### src/rtl/keypad_clock_div.sv
// Keypad support block: free-running scan clock divider, restartable debounce
// interval timer, and a combinational priority encoder for the 12-key matrix.
module keypad_clock_div #(
  parameter int unsigned CLK_FREQ_HZ     = 100000000,
  parameter int unsigned OUT_FREQ_HZ     = 100,
  parameter int unsigned DEBOUNCE_CYCLES = 2000000
) (
  input  logic        clk,
  input  logic        reset,
  input  logic        db_reset,
  input  logic [11:0] keys,
  output logic        clk_out,
  output logic        counter_done,
  output logic [3:0]  enc_out
);

  localparam int unsigned HALF  = CLK_FREQ_HZ / (2 * OUT_FREQ_HZ);
  localparam int unsigned DIV_W = (HALF > 1) ? $clog2(HALF) : 1;
  localparam int unsigned DB_W  = $clog2(DEBOUNCE_CYCLES);

  localparam logic [DIV_W-1:0] DIV_LAST = DIV_W'(HALF - 1);
  localparam logic [DB_W-1:0]  DB_LAST  = DB_W'(DEBOUNCE_CYCLES - 1);

  localparam logic [0:0] IDLE  = 1'b0;
  localparam logic [0:0] COUNT = 1'b1;

  logic [DIV_W-1:0] div_cnt;
  logic [DB_W-1:0]  db_cnt;
  logic [0:0]       db_state;

  always_ff @(posedge clk or posedge reset) begin
    if (reset) begin
      div_cnt <= '0;
      clk_out <= 1'b0;
    end else if (div_cnt == DIV_LAST) begin
      div_cnt <= '0;
      clk_out <= ~clk_out;
    end else begin
      div_cnt <= div_cnt + 1'b1;
    end
  end

  // db_reset restarts from any state; the interval only begins once it drops.
  always_ff @(posedge clk or posedge reset) begin
    if (reset) begin
      db_state     <= IDLE;
      db_cnt       <= '0;
      counter_done <= 1'b0;
    end else if (db_reset) begin
      db_state     <= COUNT;
      db_cnt       <= '0;
      counter_done <= 1'b0;
    end else begin
      case (db_state)
        COUNT: begin
          if (db_cnt == DB_LAST) begin
            db_state     <= IDLE;
            db_cnt       <= '0;
            counter_done <= 1'b1;
          end else begin
            db_cnt       <= db_cnt + 1'b1;
            counter_done <= 1'b0;
          end
        end
        default: begin
          db_cnt       <= '0;
          counter_done <= 1'b0;
        end
      endcase
    end
  end

  // Ascending scan so the highest set key wins; 4'hF means no key pressed.
  always_comb begin
    enc_out = 4'hF;
    for (int unsigned i = 0; i < 12; i++) begin
      if (keys[i]) enc_out = 4'(i);
    end
  end

endmodule

### config.mk
export PLATFORM = sky130hd
export DESIGN_NAME = keypad_clock_div
export DESIGN_NICKNAME = d
export VERILOG_FILES = /design/src/rtl/keypad_clock_div.sv
export SDC_FILE = /design/constraint.sdc
export NUM_CORES = 1
export LEC_CHECK = 0
export ABC_AREA = 0
export BUFFER_PORTS_ARGS = -buffer_cell sky130_fd_sc_hd__buf_4
export CAP_MARGIN = 40
export CORE_ASPECT_RATIO = 0.5
export CORE_UTILIZATION = 38
export CTS_CLUSTER_SIZE = 8
export DETAILED_ROUTE_END_ITERATION = 10
export SYNTH_ARGS = -nofsm -noshare
export SYNTH_HDL_FRONTEND = slang
export SYNTH_SLANG_ARGS = --single-unit
export TNS_END_PERCENT = 30
### constraint.sdc
create_clock -name clk -period 6.1 [get_ports clk]
set_clock_uncertainty 0.2 [all_clocks]
set_input_delay 0 -clock clk [delete_from_list [all_inputs] [get_ports clk]]
set_output_delay 0 -clock clk [all_outputs]
set_load 0.05 [all_outputs]
==> reports/metrics.csv, run 1 <==
metric,value,unit
status,completed,
CTS sink count,43,
Flop pwr share,46.9,%
area of the multi-input gates,1070,um2
Relative slew margins,59.1,%
Via density,5.25,
CP required,6.06,ns
first-pass detailed-route iteration total,4,
dpl cells,315,
Post-synth EDFFs,0,
Top delay family on crit path,simple AND/OR/NAND/NOR gates,
worst-margin pin slew,0.610,ns
Fmax achieved,0.488,GHz
clock buffer depth,2,
number of global-route vias before repair,1672,
Critical Path Start Type,flip-flop,
Sw Pwr,125,uW
Fin. Hold Viols,0,
first-pass GRT wire length,7.29,mm
clk_lat worst skew,0.28,ns
crit path from,db_cnt[0],
final hold slack,0.0841,ns
"most common cell after layout, fill and taps aside",dfrtp_1,
I/O pin total,21,
Yosys warning count,0,
Setup CP Type,reg2reg,
count of final setup violators,0,
setup TNS,0,ns
Syn Nets,242,
share of cells above drive strength 1,13.5,%
wire per inst,13.0,um
Static Leakage,1.12,nW
final non-filler cell total,324,
die width,110,um
combinational power share,5.4,%
syn avg cell area,9.76,um2
initial antenna violation count,0,
CTS root buf,clkbuf_16,
Worst R2R Start,db_cnt[0],
Internal Power,491,uW
htree depth,2,
Post-Layout Inst Area,2620,um2
Crit-path slowest cell,dfrtp_1,
PD cells,235,nW/um2
CTS tree,done,
"Slew Viols, Final",0,
fin nets,268,
Starting Density,39.8,%
unrepaired setup endpoints after global routing,no,
Die Area,6100,um2
Num CTS Buffers,5,
maxcap violations,0,
"Arr. time, crit path",2.01,ns
"Top FF cell, synth",dfrtp_1,
most frequent cells in the layout,"43 x dfrtp_1, 30 x nor2_1, 22 x buf_4, 15 x nand3_1",
register area share after synthesis,49.0,%
DRT Wirelength,4.20,mm
routability cong.,0.766,
Peak VDD IR,0.103,mV
Mapped Cells,225,
n_diodes,0,
Reg area,1080,um2
Final ANT Viol Nets,0,
DP Area,2440,um2
# port buffers,20,
CP Capture Type,flip-flop,
Switching Fraction,20.2,%
num rows,19,
Synth async-reset ratio,100,%
GRT overflow,0,
crit path time final,2.05,ns
Total GRT Usage,15.3,%
synthesized cell area,2200,um2
Clk pwr share,47.7,%
die height,55.8,um
Area growth syn-to-layout,19.1,%
post-DP HPWL,2.99,mm
Via Count,1701,
class of the worst hold path,in2async,
CP max FO,20,
clock transition at the registers of the reported paths,0.06,ns
max incr delay on CP,0.38,ns
Buf/Inv on CP,1,
Netlist cell types,35,
core region area,5520,um2
initial drt markers,53,
"flops & latches, synth",43,
DRC violations left,0,
Layout fillers,516,
largest net degree at the start of global routing,33,
final period utilization,33.6,%
ordered cell list for the critical path,ha_1 -> and4_1 -> nand3_1 -> o311ai_2 -> buf_4 -> nor2_1,
## worst paths after layout
| path | to | cells past startpoint | slack [ns] |
|---|---|---|---|
| min in group clk | enc_out[0] | 3 | 0.14 |
| worst max-delay path | db_cnt[13] | 6 | 4.05 |
| worst min register to register | clk_out | 1 | 0.27 |
| max in group asynchronous | db_cnt[12] | 4 | 4.85 |
| worst max register to register | db_cnt[13] | 6 | 4.05 |
| worst min-delay path | div_cnt[9] | 3 | 0.08 |
## sequential cells by signal, summed over array words and instances, names as in the netlist
| register | cells |
|---|---|
| clk_out | 1 |
| db_cnt | 21 |
| counter_done | 1 |
| div_cnt | 19 |
| db_state | 1 |
## worst register-to-register path: stages, from the launching register on
cell and delay, ns:
dfrtp_1 0.38, ha_1 0.22, and4_1 0.36, nand3_1 0.15, o311ai_2 0.26, buf_4 0.28
nor2_1 0.08
## synthesized netlist by cell type (3+ instances only)
library cell  count  area, um2
nor3_1            4       20.0
nor4b_1           4       35.0
or4_1             4       30.0
a21oi_1          10       50.1
dfrtp_1          43       1080
inv_1             8       30.0
o31ai_1           5       37.5
and3_1            5       31.3
nor2b_1           3       18.8
xor2_1           14        123
buf_2             4       20.0
nor4_1            3       18.8
o21ai_0           5       25.0
and4_1            5       43.8
or3_1             6       37.5
nand3_1          15       75.1
nand4_1          12       75.1
xnor2_1          13        114
nand2_1          14       52.6
nor2_1           30        113
## routing by layer
layer  track usage, %  vias to the layer above  routed length [um]
met2             26.4                       34                1960
li1                 -                      857                   -
met4             5.14                        0                  42
met5                0                        -                   0
met1             18.7                      805                1980
met3             3.98                        5                 213
## per-stage QoR
stage | worst slack, ns | util [%] | power, mW
floorplan | 3.94 | - | 0.312
CTS | 4.03 | 47.4 | 0.623
detailed placement | 4.05 | 44.2 | 0.327
global route | 3.85 | 47.4 | 0.637
global placement | 4.09 | 44.2 | 0.326
finish | 4.05 | 47.4 | 0.616
## logic make-up after synthesis
family	synth area share [%]
muxes	0.912
DFF	49.0
xor gates and xnor gates	10.8
and+or+nand+nor	27.6
buffers and inverters	2.45
adders and majority gates	1.14
AOI/OAI and AO/OA	8.15
## cell type report
type                            instances  share of cell area, %
Sequential cell                        43                   41.1
Tap cell                               73                   3.49
Inverter                                8                   1.15
Multi-Input combinational cell        169                   41.1
Clock buffer                            6                   4.93
Clock inverter                          1                   1.15
Timing Repair Buffer                   24                   7.08
## power groups by stage
stage	sequential, mW	combinational, mW	clock [mW]
final	0.289	0.0335	0.294
after CTS	0.289	0.0343	0.300
after global placement	0.294	0.0326	0
after global routing	0.289	0.0374	0.310
after floorplan	0.294	0.0182	0
after detailed placement	0.294	0.0332	0
## what timing repair did
item	CTS	global route
buffers inserted	0	0
hold endpoints to repair	14	0
hold buffers	2	0
resized for setup	0	0
Power figures use the tool's default switching activity.
==> run 2: changes to the inputs <==
--- a/config.mk
+++ b/config.mk
@@ -5,7 +5,7 @@
 export SDC_FILE = /design/constraint.sdc
 export NUM_CORES = 1
 export LEC_CHECK = 0
-export ABC_AREA = 0
+export ABC_AREA = 1
 export BUFFER_PORTS_ARGS = -buffer_cell sky130_fd_sc_hd__buf_4
 export CAP_MARGIN = 40
 export CORE_ASPECT_RATIO = 0.5
==> constraint.sdc (replaced) <==
create_clock -name clk -period 1.75 [get_ports clk]
set_clock_uncertainty 0.2 [all_clocks]
set_input_delay 0 -clock clk [delete_from_list [all_inputs] [get_ports clk]]
set_output_delay 0 -clock clk [all_outputs]
set_load 0.05 [all_outputs]
==> reports/metrics.csv, run 2 <==
metric,value,unit
status,"complete, but fails checks",
failing checks,setup timing,
register area share after synthesis,42.6,%
worst-margin pin slew,0.436,ns
Fmax achieved,0.556,GHz
Peak VDD IR,0.353,mV
final hold slack,0.0699,ns
Area growth syn-to-layout,28.9,%
dominant cell type by area after synthesis,dfrtp_1,
Relative slew margins,70.9,%
Largest Register,db_cnt,
core region area,6230,um2
Mapped Cells,329,
Final ANT Viol Nets,0,
num rows,20,
GRT overflow,0,
maxcap violations,0,
synthesized cell area,2520,um2
Reg area,1080,um2
CTS tree,done,
die width,117,um
max reg flops,21,
Post-synth EDFFs,0,
largest registers,"db_cnt x21, div_cnt x19",
CTS root buf,clkbuf_16,
n_diodes,0,
fin nets,391,
top-count cell post-synth,nand2_1,
class of the worst hold path,in2async,
Synth async-reset ratio,100,%
"Slew Viols, Final",0,
Fin. Hold Viols,0,
initial antenna violation count,0,
DRT Wirelength,5.57,mm
Sw Pwr,459,uW
I/O pin total,21,
routability cong.,0.843,
unrepaired setup endpoints after global routing,yes,
Post-Layout Inst Area,3250,um2
fin util,52.2,%
"Top FF cell, synth",dfrtp_1,
Netlist cell types,33,
DRC violations left,0,
CP Capture Type,flip-flop,
"flops & latches, synth",43,
pre-CTS setup slack,0.000584,ns
number of global-route vias before repair,1976,
area of the multi-input gates,1350,um2
Die Area,6990,um2
CP max FO,6,
Yosys warning count,0,
Static Leakage,1.61,nW
wire per inst,12.0,um
crit path time final,1.80,ns
clk_lat worst skew,0.29,ns
top cell types by occurrence after synthesis,"69 x nand2_1, 56 x inv_1, 55 x nor2_1",
most frequent cells in the layout,"66 x nand2_1, 55 x inv_1, 50 x nor2_1, 41 x dfrtp_1, 34 x buf_4",
Via density,4.81,
Switching Fraction,21.5,%
# port buffers,20,
Via Count,2229,
final period utilization,103,%
Setup CP Type,reg2reg,
Critical Path Start Type,flip-flop,
"most common cell after layout, fill and taps aside",nand2_1,
post-DP HPWL,3.93,mm
Syn Nets,346,
Clk pwr share,45.9,%
largest net degree at the start of global routing,35,
syn avg cell area,7.67,um2
clock transition at the registers of the reported paths,0.06,ns
PD cells,656,nW/um2
CTS sink count,43,
first-pass detailed-route iteration total,4,
die height,59.6,um
CP required,1.71,ns
Total GRT Usage,17.2,%
Starting Density,40.5,%
Num CTS Buffers,5,
Layout fillers,564,
DP Area,2860,um2
Internal Power,1.67,mW
combinational power share,7.1,%
fin worst setup slack,-0.0495,ns
top-area cell type share of the netlist area,42.6,%
top area cells in the synthesized netlist,"dfrtp_1 43%, nand2_1 10%, inv_1 8.3%, nor2_1 8.2%, xor2_1 4.2%",
Flop pwr share,47.1,%
count of final setup violators,16,
initial drt markers,87,
"Arr. time, crit path",1.76,ns
share of cells above drive strength 1,24.0,%
clock buffer depth,2,
htree depth,2,
first-pass GRT wire length,9.00,mm
-- run 2: cell types whose count changed after synthesis, sizes merged, moves of 4 or more --
cell	before	now
and3	5	0
and4	5	0
inv	8	57
nand2	14	76
nor2	30	63
nor3	5	16
nor4b	4	0
o31ai	5	0
or3	6	0
or4	4	0
xnor2	13	2
-- run 2: area by class of cell --
type	instances	area share, %
clock buffer	8	4.81
inverter	57	6.58
multi-input combinational	228	41.6
sequential	43	33.2
tap	88	3.39
timing repair buffer	39	10.5
-- run 2: routing by layer --
layer  GRT usage [%]  vias up  part of all wire, %
met4            5.97        0                 0.83
met5               0        -                    0
met3            3.78        6                  3.4
met2            29.6       37                   50
li1                -     1122                    -
met1            21.6     1064                   45
-- run 2: per-stage QoR --
| stage | TNS [ns] | power, mW | cells |
|---|---|---|---|
| floorplan | 0 | 1.10 | 329 |
| global route | -2.31 | 2.22 | 463 |
| detailed placement | 0 | 1.16 | 444 |
| CTS | 0 | 2.14 | 454 |
| global placement | 0 | 1.15 | 444 |
| finish | -0.549 | 2.13 | 463 |
-- run 2: power by group through the flow --
stage / Combinational [mW] / Clock (mW) / Sequential, mW
after detailed placement: 0.134 / 0 / 1.02
after global placement: 0.130 / 0 / 1.02
after CTS: 0.138 / 0.994 / 1.00
after floorplan: 0.0751 / 0 / 1.02
after global routing: 0.168 / 1.04 / 1.00
final: 0.150 / 0.978 / 1.00
-- run 2: final timing paths --
path | startpoint | endpoint | slack, ns | cells past startpoint
worst max-delay path | db_cnt[0] | db_cnt[13] | -0.05 | 9
worst min-delay path | reset | div_cnt[14] | 0.07 | 3
worst max register to register | db_cnt[0] | db_cnt[13] | -0.05 | 9
worst min register to register | clk_out | clk_out | 0.29 | 1
max in group asynchronous | reset | db_cnt[5] | 0.74 | 4
min in group clk | keys[11] | enc_out[0] | 0.15 | 4
-- run 2: cell families after synthesis --
kind of cell / synth area share, %
AOI/OAI and AO/OA: 4.46
adders and majority gates: 0.991
buffers and inverters: 8.92
DFF: 42.6
xor gates and xnor gates: 4.86
and+or+nand+nor: 38.1
-- run 2: what timing repair did --
item                                    CTS  global route
pin swaps                                 0            15
cloned                                    0             1
endpoints found under the setup margin    9            27
setup buffers                             0             8
hold buffers                              2             0
endpoints found under the hold margin    63             0
gates resized for setup                   1            30
-- run 2: worst max-delay path, stage by stage (launching register included) --
cell       delay, ns
dfrtp_1         0.37
ha_2            0.20
nand2_2         0.07
nor2_4          0.16
nand2_4         0.09
nor2_4          0.15
nand3_4         0.12
nand2_8         0.13
clkbuf_16       0.15
nor3_2          0.03
==> run 3: changes to the inputs <==
--- a/config.mk
+++ b/config.mk
@@ -9,6 +9,7 @@
 export BUFFER_PORTS_ARGS = -buffer_cell sky130_fd_sc_hd__buf_4
 export CAP_MARGIN = 40
 export CORE_ASPECT_RATIO = 0.5
+export CORE_MARGIN = 2
 export CORE_UTILIZATION = 38
 export CTS_CLUSTER_SIZE = 8
 export DETAILED_ROUTE_END_ITERATION = 10
==> reports/metrics.csv, run 3 (synthesized netlist as in run 2, its figures left out) <==
metric,value,unit
Final ANT Viol Nets,0,
Fin. Hold Viols,0,
DRC violations left,0,
ordered cell list for the critical path,ha_2 -> nand2_2 -> nor2_4 -> nand2_4 -> nor2_4 -> nand3_4 -> nand2_4 -> buf_6 -> nor3_2,
DRT Wirelength,5.21,mm
status,completed,
Static Leakage,1.53,nW
clock buffer depth,2,
crit path from,db_cnt[1],
"Arr. time, crit path",1.67,ns
share of cells above drive strength 1,22.8,%
initial drt markers,89,
number of global-route vias before repair,2106,
area of the multi-input gates,1290,um2
CP Capture Type,flip-flop,
CP max FO,5,
"Slew Viols, Final",0,
first-pass detailed-route iteration total,4,
Worst R2R Start,db_cnt[1],
fin nets,389,
Critical Path Start Type,flip-flop,
Crit-path slowest cell,dfrtp_1,
unrepaired setup endpoints after global routing,yes,
first-pass GRT wire length,9.45,mm
CTS root buf,clkbuf_16,
fin worst setup slack,0.0467,ns
Starting Density,40.5,%
Num CTS Buffers,5,
clk_lat worst skew,0.29,ns
max reg flops,21,
max incr delay on CP,0.35,ns
CP required,1.72,ns
largest net degree at the start of global routing,23,
CTS sink count,43,
Worst R2R Path Depth,9,
Relative slew margins,76.2,%
Peak VDD IR,0.359,mV
Setup CP Type,reg2reg,
Top delay family on crit path,simple AND/OR/NAND/NOR gates,
CTS tree,done,
final period utilization,97.3,%
Post-Layout Inst Area,3120,um2
clock transition at the registers of the reported paths,0.06,ns
Total GRT Usage,16.1,%
num rows,20,
Fmax achieved,0.587,GHz
wire per inst,11.3,um
core region area,6230,um2
"most common cell after layout, fill and taps aside",nand2_1,
# port buffers,20,
Via density,4.75,
n_diodes,0,
Largest Register,db_cnt,
I/O pin total,21,
class of the worst hold path,in2async,
routability cong.,0.859,
largest registers,"db_cnt x21, div_cnt x19",
most frequent cells in the layout,"65 x nand2_1, 55 x inv_1, 50 x nor2_1, 43 x dfrtp_1, 33 x buf_4",
initial antenna violation count,0,
reg2reg setup slack,0.05,ns
Via Count,2188,
crit path time final,1.70,ns
htree depth,2,
post-DP HPWL,4.01,mm
Area growth syn-to-layout,23.5,%
die width,119,um
Layout fillers,608,
Reg area,1080,um2
pre-CTS setup slack,-0.0376,ns
worst-margin pin slew,0.357,ns
maxcap violations,0,
Die Area,7350,um2
PD cells,654,nW/um2
die height,61.6,um
final hold slack,0.109,ns
total power,2.04,mW
DP Area,2870,um2
Buf/Inv on CP,1,
Critical R2R Capture,db_cnt[14],
GRT overflow,0,
count of final setup violators,0,
-- run 3: cell count changes in the layout (fill, tap and decap cells not counted), moves of 2 or more --
cell | before | now
nor3_2 | 3 | 5
dfrtp_1 | 41 | 43
nand2_2 | 5 | 8
buf_12 | 2 | 0
clkbuf_8 | 2 | 0
nor2_4 | 9 | 7
dfrtp_2 | 2 | 0
nor2_2 | 4 | 6
buf_6 | 0 | 2
nor3_4 | 4 | 2
-- run 3: cell type report --
type / instances / area share, %
Sequential cell: 43 / 34.5
Clock buffer: 7 / 4.26
Tap cell: 88 / 3.53
Clock inverter: 1 / 0.161
Timing Repair Buffer: 37 / 9.31
Inverter: 57 / 6.86
Multi-Input combinational cell: 228 / 41.3
-- run 3: worst max path at each step --
stage	to	slack (ns)	cells past startpoint
6_report	db_cnt[14]	0.05	9
2_1_floorplan	db_cnt[5]	0.12	9
4_1_cts	db_cnt[14]	0.008	9
5_1_grt	db_cnt[14]	-0.06	9
3_5_place_dp	db_cnt[15]	-0.04	9
3_3_place_gp	db_cnt[15]	0.03	9
-- run 3: stage by stage --
| stage | instances | setup TNS (ns) | utilization (%) |
|---|---|---|---|
| after floorplan | 329 | 0 | - |
| after global placement | 449 | 0 | 46.1 |
| after detailed placement | 449 | -0.174 | 46.1 |
| after CTS | 460 | 0 | 48.8 |
| after global routing | 461 | -0.642 | 50.0 |
| final | 461 | 0 | 50.0 |
-- run 3: per-layer routing --
metal | global-route usage, % | routed length [um] | vias to the layer above
met5 | 0 | 0 | -
met4 | 5.44 | 68 | 0
met3 | 4.35 | 251 | 8
met2 | 27.8 | 2440 | 38
met1 | 20.3 | 2450 | 1018
li1 | - | - | 1124
-- run 3: power breakdown --
group          internal, mW  switching (mW)
Sequential             1.00         0.00348
Clock                 0.527           0.367
Combinational        0.0591          0.0812
Total                  1.59           0.452
-- run 3: worst register-to-register path, delay by kind of cell, from the launching register on --
family / cells / cell delay, ns
DFF: 1 / 0.35
adders and majority gates: 1 / 0.19
and+or+nand+nor: 7 / 0.71
buffers and inverters: 1 / 0.13
-- run 3: timing repair --
item                                    in CTS  in global routing
hold buffers                                 2                  0
pin swaps                                    1                  6
setup buffers                                1                  1
endpoints found under the hold margin       66                  0
endpoints found under the setup margin      10                 25
gates resized for setup                      2                 20
